==> config.mk <==
export PLATFORM = sky130hd
export DESIGN_NAME = tile_dispatch_scheduler
export DESIGN_NICKNAME = d
export VERILOG_FILES = /design/src/rtl/tile_dispatch_scheduler.sv
export SDC_FILE = /design/constraint.sdc
export NUM_CORES = 1
export LEC_CHECK = 0
export CAP_MARGIN = 20
export CORE_UTILIZATION = 40
export CTS_CLUSTER_DIAMETER = 150
export CTS_CLUSTER_SIZE = 40
export DETAILED_ROUTE_END_ITERATION = 12
export GPL_TIMING_DRIVEN = 0
export PLACE_DENSITY_LB_ADDON = 0.12
export SLEW_MARGIN = 20
export SYNTH_ARGS = -nofsm -noshare
export SYNTH_HDL_FRONTEND = slang
export SYNTH_SLANG_ARGS = --single-unit
==> constraint.sdc <==
create_clock -name clk -period 7.3 [get_ports clk]
set_input_delay 1.46 -clock clk [delete_from_list [all_inputs] [get_ports clk]]
set_output_delay 1.46 -clock clk [all_outputs]
set_load 0.02 [all_outputs]
==> src/rtl/tile_dispatch_scheduler.sv <==
// tile_dispatch_scheduler
//   Walks an IMG_ROWS x IMG_COLS image in BLOCK_SIZE x BLOCK_SIZE tiles in raster
//   order and hands each tile to the lowest-numbered idle lane of a shared
//   compress-lane array. It tracks in-flight tiles, counts completions, and
//   reports either image completion or the end of an abort drain.
//
// Ports
//   clk, rst        clock and synchronous active-high reset
//   start_img       begin an image (honoured only while idle)
//   abort           stop dispatching (honoured only while running)
//   lane_done       per-lane completion pulse
//   lane_start      one-hot pulse: lane takes the tile on lane_tile_row/col
//   lane_tile_row   tile row index, valid with |lane_start
//   lane_tile_col   tile column index, valid with |lane_start
//   lane_sel        binary index of the started lane, valid with |lane_start
//   busy            scheduler is not idle
//   img_done        pulse: all tiles of the image completed
//   aborted         pulse: drain after an abort finished
//   tiles_done      completions accepted during the current image
//   err_spurious    sticky: lane_done seen on a lane with no tile in flight
module tile_dispatch_scheduler #(
  parameter int IMG_ROWS   = 480,
  parameter int IMG_COLS   = 640,
  parameter int BLOCK_SIZE = 8,
  parameter int NUM_LANES  = 4,
  localparam int NTR = IMG_ROWS / BLOCK_SIZE,
  localparam int NTC = IMG_COLS / BLOCK_SIZE,
  localparam int NT  = NTR * NTC,
  localparam int RW  = (NTR > 1) ? $clog2(NTR) : 1,
  localparam int CW  = (NTC > 1) ? $clog2(NTC) : 1,
  localparam int TW  = $clog2(NT + 1),
  localparam int LW  = (NUM_LANES > 1) ? $clog2(NUM_LANES) : 1
) (
  input  logic                 clk,
  input  logic                 rst,
  input  logic                 start_img,
  input  logic                 abort,
  input  logic [NUM_LANES-1:0] lane_done,
  output logic [NUM_LANES-1:0] lane_start,
  output logic [RW-1:0]        lane_tile_row,
  output logic [CW-1:0]        lane_tile_col,
  output logic [LW-1:0]        lane_sel,
  output logic                 busy,
  output logic                 img_done,
  output logic                 aborted,
  output logic [TW-1:0]        tiles_done,
  output logic                 err_spurious
);

  typedef enum logic [1:0] {S_IDLE, S_RUN, S_DRAIN} state_t;

  state_t               state_reg, state_next;
  logic [RW-1:0]        row_reg;
  logic [CW-1:0]        col_reg;
  logic [NUM_LANES-1:0] lane_busy_reg;
  logic [TW-1:0]        tiles_done_reg;
  logic                 err_reg;
  logic                 img_done_reg;
  logic                 aborted_reg;

  logic                 free_found;
  logic [LW-1:0]        free_idx;
  logic                 last_tile;
  logic                 dispatch;
  logic                 drain_exit;
  logic [NUM_LANES-1:0] accepted;
  logic [TW-1:0]        accepted_cnt;

  // Lowest-index lane that was idle at the last clock edge. A lane freed by
  // lane_done in this cycle is deliberately not visible here until next cycle.
  always_comb begin
    free_found = 1'b0;
    free_idx   = '0;
    for (int i = NUM_LANES - 1; i >= 0; i--) begin
      if (!lane_busy_reg[i]) begin
        free_found = 1'b1;
        free_idx   = LW'(i);
      end
    end
  end

  assign last_tile  = (row_reg == RW'(NTR - 1)) && (col_reg == CW'(NTC - 1));
  // Abort takes priority over any dispatch, including the final one.
  assign dispatch   = (state_reg == S_RUN) && !abort && free_found;
  // Completions only count while an image is active; in IDLE every pulse is spurious.
  assign accepted   = (state_reg != S_IDLE) ? (lane_done & lane_busy_reg) : '0;
  // Leave DRAIN only once nothing is in flight and no completion is arriving.
  assign drain_exit = (state_reg == S_DRAIN) && (lane_busy_reg == '0) && (lane_done == '0);

  always_comb begin
    accepted_cnt = '0;
    for (int i = 0; i < NUM_LANES; i++) begin
      accepted_cnt = accepted_cnt + TW'(accepted[i]);
    end
  end

  // State register
  always_ff @(posedge clk) begin
    if (rst) begin
      state_reg <= S_IDLE;
    end else begin
      state_reg <= state_next;
    end
  end

  // Next-state logic
  always_comb begin
    state_next = state_reg;
    case (state_reg)
      S_IDLE:  if (start_img) state_next = S_RUN;
      S_RUN:   if (abort || (dispatch && last_tile)) state_next = S_DRAIN;
      S_DRAIN: if (drain_exit) state_next = S_IDLE;
      default: state_next = S_IDLE;
    endcase
  end

  // Output logic
  always_comb begin
    lane_start    = '0;
    lane_sel      = '0;
    lane_tile_row = '0;
    lane_tile_col = '0;
    busy          = (state_reg != S_IDLE);
    if (dispatch) begin
      lane_start    = NUM_LANES'(1) << free_idx;
      lane_sel      = free_idx;
      lane_tile_row = row_reg;
      lane_tile_col = col_reg;
    end
  end

  assign tiles_done   = tiles_done_reg;
  assign err_spurious = err_reg;
  assign img_done     = img_done_reg;
  assign aborted      = aborted_reg;

  // Datapath: tile cursor, in-flight mask, completion count and status pulses.
  // The done/aborted pulses are registered so they coincide with the first
  // IDLE cycle, i.e. with busy falling.
  always_ff @(posedge clk) begin
    if (rst) begin
      row_reg        <= '0;
      col_reg        <= '0;
      lane_busy_reg  <= '0;
      tiles_done_reg <= '0;
      err_reg        <= 1'b0;
      img_done_reg   <= 1'b0;
      aborted_reg    <= 1'b0;
    end else begin
      img_done_reg <= drain_exit && (tiles_done_reg == TW'(NT));
      aborted_reg  <= drain_exit && (tiles_done_reg != TW'(NT));
      if ((lane_done & ~accepted) != '0) begin
        err_reg <= 1'b1;
      end
      if ((state_reg == S_IDLE) && start_img) begin
        row_reg        <= '0;
        col_reg        <= '0;
        lane_busy_reg  <= '0;
        tiles_done_reg <= '0;
      end else begin
        lane_busy_reg  <= (lane_busy_reg & ~accepted) | lane_start;
        tiles_done_reg <= tiles_done_reg + accepted_cnt;
        // The cursor parks on the last tile instead of wrapping.
        if (dispatch && !last_tile) begin
          if (col_reg == CW'(NTC - 1)) begin
            col_reg <= '0;
            row_reg <= row_reg + RW'(1);
          end else begin
            col_reg <= col_reg + CW'(1);
          end
        end
      end
    end
  end

endmodule

* Word-level counts from Yosys, hierarchy flattened
Index checks and enable logic that the tools add are counted.
Widths: inputs -> output; s select.
** Word-level totals
- Input bits :: 8
- Word-level logic and storage cells :: 68
- Output and inout port bits :: 36
- Flip-flop bits (word level) :: 35
** Cells by class
- $add $sub $neg :: 6
- Eq/ne operators :: 9
- Reductions and logical operators :: 21
- Shift operators :: 1
- Mux-type cells :: 18
- Bitwise gates (word level) :: 5
** Operators with widths (count)
- $mux 2 :: 8
- $mux 7 :: 2
- $add 13x4->13 :: 1
- $eq 13x13->1 const B :: 1
- $ne 13x13->1 const B :: 1
- $and 4x4->4 :: 3
- $logic_and 1x1->1 :: 10
- $logic_not 4->1 :: 2
- $mux 4 :: 2
- $add 7x1->7 const B :: 1
- $eq 7x7->1 const B :: 1
- $add 6x1->6 const B :: 1
- $eq 6x6->1 const B :: 1
- $mux 6 :: 1
- $pmux 2 s3 :: 1
- $add 3x1->4 :: 1
- $mux 1 :: 4
- $ne 2x2->1 const B :: 2
- $not 4->4 :: 1
- $or 4x4->4 :: 1
- $reduce_bool 4->1 :: 1
- $shl 1x2->4 const A :: 1
- $add 2x1->3 :: 1
- $reduce_and 3->1 :: 1
- other kinds (10) :: 11

* Longest topological paths before layout
Gate-level depths: netlist of the first run.
- Word-level depth :: 9
- Gate-level depth with buffers :: 12
- Gate-level depth less buffers :: 12

* Worst setup path before layout of the first run
Ideal clock, no wire load.
- Path kind :: in2out
- Start point :: in abort
- End point :: out lane_tile_row[2]
- Slack :: 3.453 ns
- Data required time :: 5.840 ns
- Arrival time :: 2.387 ns
- Buffers on the path :: 1
- Stages :: 4
- Cells stage by stage :: nor3b_2 -> nand2_1 -> clkbuf_1 -> nor2_1
** Between the ends
- Cells in the longest elaborated chain, start to end :: 4
** RTL lines
- start: declaration :: RTL line 37 : input logic abort,
- $logic_not 1->1 :: RTL line 84 : assign dispatch = (state_reg == S_RUN) && !abort && free_found;
- $logic_and 1x1->1 (2 in series) :: RTL line 84
- $mux 6 :: RTL line 124 : if (dispatch) begin
- end: declaration :: RTL line 40 : output logic [RW-1:0] lane_tile_row,
Every way passes these cells.

* Worst setup path in the final report of the first run
Same ends and word-level chain as after synthesis.

==> flow_metrics.env, run 1 <==
export IMPL_portBuffers=43
export IMPL_holdCritPathClass="reg2reg"
export IMPL_slew_headroom=0.483
export IMPL_insertion_delay_ns=0.29
export IMPL_hp_start="err_spurious"
export IMPL_worstPathArrival_ns=3.55
export IMPL_post_place_ws_ns=2.26
export IMPL_wl_met3_um=134
export IMPL_path_buf_inv=3
export IMPL_firstDrtPassIters=6
export IMPL_syn_cell_area_mm2=0.00190
export IMPL_layout_drive_gt1_share=0.0534
export IMPL_cp_top_family="buffers and inverters"
export IMPL_report_power_total_uw=363
export IMPL_cts_resized=0
export IMPL_die_w_um=70.8
export IMPL_slowest_delay_ns=0.61
export IMPL_layout_commonest_cell="clkdlybuf4s50_1"
export IMPL_fillers=439
export IMPL_antenna_found_initial=0
export IMPL_power_density_mw_per_mm2=147
export IMPL_post_cts_buffers=0
export IMPL_fin_crit_sh=0.687
export IMPL_p_leak_uw=0.000869
export IMPL_status="complete, no violations"
export IMPL_nNetsFinal=294
export IMPL_ys_async_sr_fraction=0
export IMPL_layout_min_cycle_time_ns=5.01
export IMPL_htree_levels=2
export IMPL_clock_sinks=35
export IMPL_hpwl_um=3220
export IMPL_place_congestion=0.808
export IMPL_top_layer="met4"
export IMPL_synth_edff_count=0
export IMPL_finalHoldViolCount=0
export IMPL_drt_iter0_markers=109
export IMPL_synthToLayoutAreaGrowth_pct=30.6
export IMPL_cts_buffers=5
export IMPL_synth_warnings=0
export IMPL_finalClockSkew_ns=0.00347
export IMPL_globalRouteOverflowTotal=0
export IMPL_ys_ff_latch=35
export IMPL_die_area_mm2=0.00502
export IMPL_synth_cell_types=42
export IMPL_fin_util=0.557
export IMPL_worstMarginPinSlew_ns=0.775
export IMPL_tritoncts="yes"
export IMPL_drt_wl_total_um=4400
export IMPL_r2r_start="state_reg[1]"
export IMPL_finalWorstSetupSlack_ns=2.29
export IMPL_postRouteAntennaNets=0
export IMPL_max_freq_mhz=199
export IMPL_vias=1817
export IMPL_grt_max_degree=12
export IMPL_grt_pass1_vias=1638
export IMPL_final_cell_mix="43 x clkdlybuf4s50_1, 35 x dfxtp_1, 24 x nor2_1, 19 x a21oi_1, 17 x and3_1"
export IMPL_via_per_inst=5.46
export IMPL_cts_root_buf="clkbuf_8"
export IMPL_max_cap_violations=0
export IMPL_r2r_slack_ns=4.36
export IMPL_start_util=0.427
export IMPL_core_area_mm2=0.00444
export IMPL_drt_wirelength_per_cell_um=13.2
export IMPL_track_usage=0.187
export IMPL_grt_pass1_wl_um=7450
export IMPL_synth_top_area_cell="dfxtp_1"
export IMPL_rsz0062_at_grt="no"
export IMPL_critical_path_slowest_cell="clkdlybuf4s50_1"
export IMPL_clkSlewWorstSetupHoldPaths_ns=0.07
export IMPL_syn_instance_count=230
export IMPL_avgSynthCellArea_um2=8.24
export IMPL_antenna_cells=0
export IMPL_setup_tns_ns=0
export IMPL_wl_met1_um=2110
export IMPL_netlist_top_cells_area="dfxtp_1 37%, and3_1 5.6%, a21oi_1 5.0%, nor2_1 4.8%, fa_1 3.2%"
export IMPL_synthFlopType="dfxtp_1"
export IMPL_clockBufferDepth=2
export IMPL_seq_area_frac_synth=0.370
export IMPL_drc_errors=0
export IMPL_wl_met2_um=2070
export IMPL_cp_required_ns=5.84
export IMPL_largest_reg_flops=13
export IMPL_die_height_um=70.8
export IMPL_ios=44
export IMPL_crit_path_cell_trace="clkdlybuf4s50_1, nor3b_2, nand2_1, clkbuf_1, nor2_1, clkdlybuf4s50_1"
export IMPL_fp_row_count=24
export IMPL_setup_viol=0
export IMPL_cts_hold_buf=0
export IMPL_slew_viol_final=0
export IMPL_critPathLaunchType="input pin"
export IMPL_critPathMaxFanout=10
export IMPL_startpoint="abort"
export IMPL_synth_top_cell_area_share=0.370
export IMPL_worst_path_most_repeated_cell="clkdlybuf4s50_1"
export IMPL_worst_setup_path_type="in2out"
export IMPL_end_kind="output pin"
export IMPL_mappedNetlistNets=244
export IMPL_ir_worst_vdd_uv=95.3
-- cell families after synthesis --
family	synth area share
and+or+nand+nor	0.349
AOI/OAI and AO/OA	0.145
DFF	0.370
buffers and inverters	0.0337
xor gates and xnor gates	0.0462
adders and majority gates	0.0515
muxes	0.00528
-- final timing paths --
path | endpoint | cells after the start
max | lane_tile_row[2] | 6
min | err_spurious | 2
max reg2reg | tiles_done[12] | 11
min reg2reg | err_spurious | 2
-- synth_stat cells (2+ instances only) --
cell	instances
inv_1	9
a21oi_1	19
o31ai_1	3
o21a_1	6
nand2b_1	5
and4_1	2
nand4_1	8
ha_1	3
o21ai_0	10
nor3_1	6
xnor2_1	4
nand3b_1	5
a21boi_0	3
dfxtp_1	35
or3_1	4
nand3_1	12
and3_1	17
nor4_1	4
xor2_1	6
or4_1	5
nand2_1	12
clkbuf_1	7
nor2_1	24
fa_1	3
-- per-stage QoR --
step                cells  hold WS [ns]  instance area, µm²
CTS                   333         0.496                2470
finish                333         0.487                2470
floorplan             230         0.460                1900
global route          333         0.519                2470
detailed placement    325         0.473                2390
global placement      325         0.478                2390
-- power by group --
part / internal, µW / switching, µW / leakage [µW]
Sequential: 193 / 1.93 / 0.000283
Clock: 65.3 / 72.5 / 0.0000477
Combinational: 11.9 / 19.1 / 0.000539
-- final cells by class --
| class | count | area, µm² | area share |
|---|---|---|---|
| Sequential cell | 35 | 701 | 0.283 |
| Timing Repair Buffer | 43 | 430 | 0.174 |
| Inverter | 10 | 37.5 | 0.0152 |
| Multi-Input combinational cell | 178 | 1130 | 0.457 |
| Buffer | 7 | 26.3 | 0.0106 |
| Tap cell | 52 | 65.1 | 0.0263 |
| Clock inverter | 3 | 15.0 | 0.00607 |
| Clock buffer | 5 | 68.8 | 0.0278 |
-- metal layers --
metal,global-route usage,up-vias
li1,-,937
met1,0.242,837
met2,0.308,33
met4,0.0578,0
met5,0,-
met3,0.0484,10
-- worst reg2reg max path, cell delays in order, from the launching register on --
cell      delay (ns)
dfxtp_1         0.36
nor2_1          0.18
clkinv_1        0.26
nand3_1         0.20
fa_1            0.42
inv_1           0.09
fa_1            0.20
inv_1           0.06
fa_1            0.44
nand4b_1        0.22
or3_1           0.32
a21oi_1         0.13
Note: power is estimated with default switching activity, not from simulation.
==> inputs of run 2 (changes only) <==
==> constraint.sdc (replaced) <==
create_clock -name clk -period 4.1 [get_ports clk]
set_input_delay 0.82 -clock clk [delete_from_list [all_inputs] [get_ports clk]]
set_output_delay 0.82 -clock clk [all_outputs]
set_load 0.02 [all_outputs]
==> results of run 2 <==
The final DEF is identical to that of run 1. Status: complete, no violations.
Among the figures that moved: setup slack after placement 2.26 ns -> 0.335 ns; setup slack after layout 2.29 ns -> 0.365 ns; register-to-register setup slack 4.36 ns -> 1.16 ns; total power 363 µW -> 647 µW; worst IR drop on VDD 95.3 µV -> 170 µV
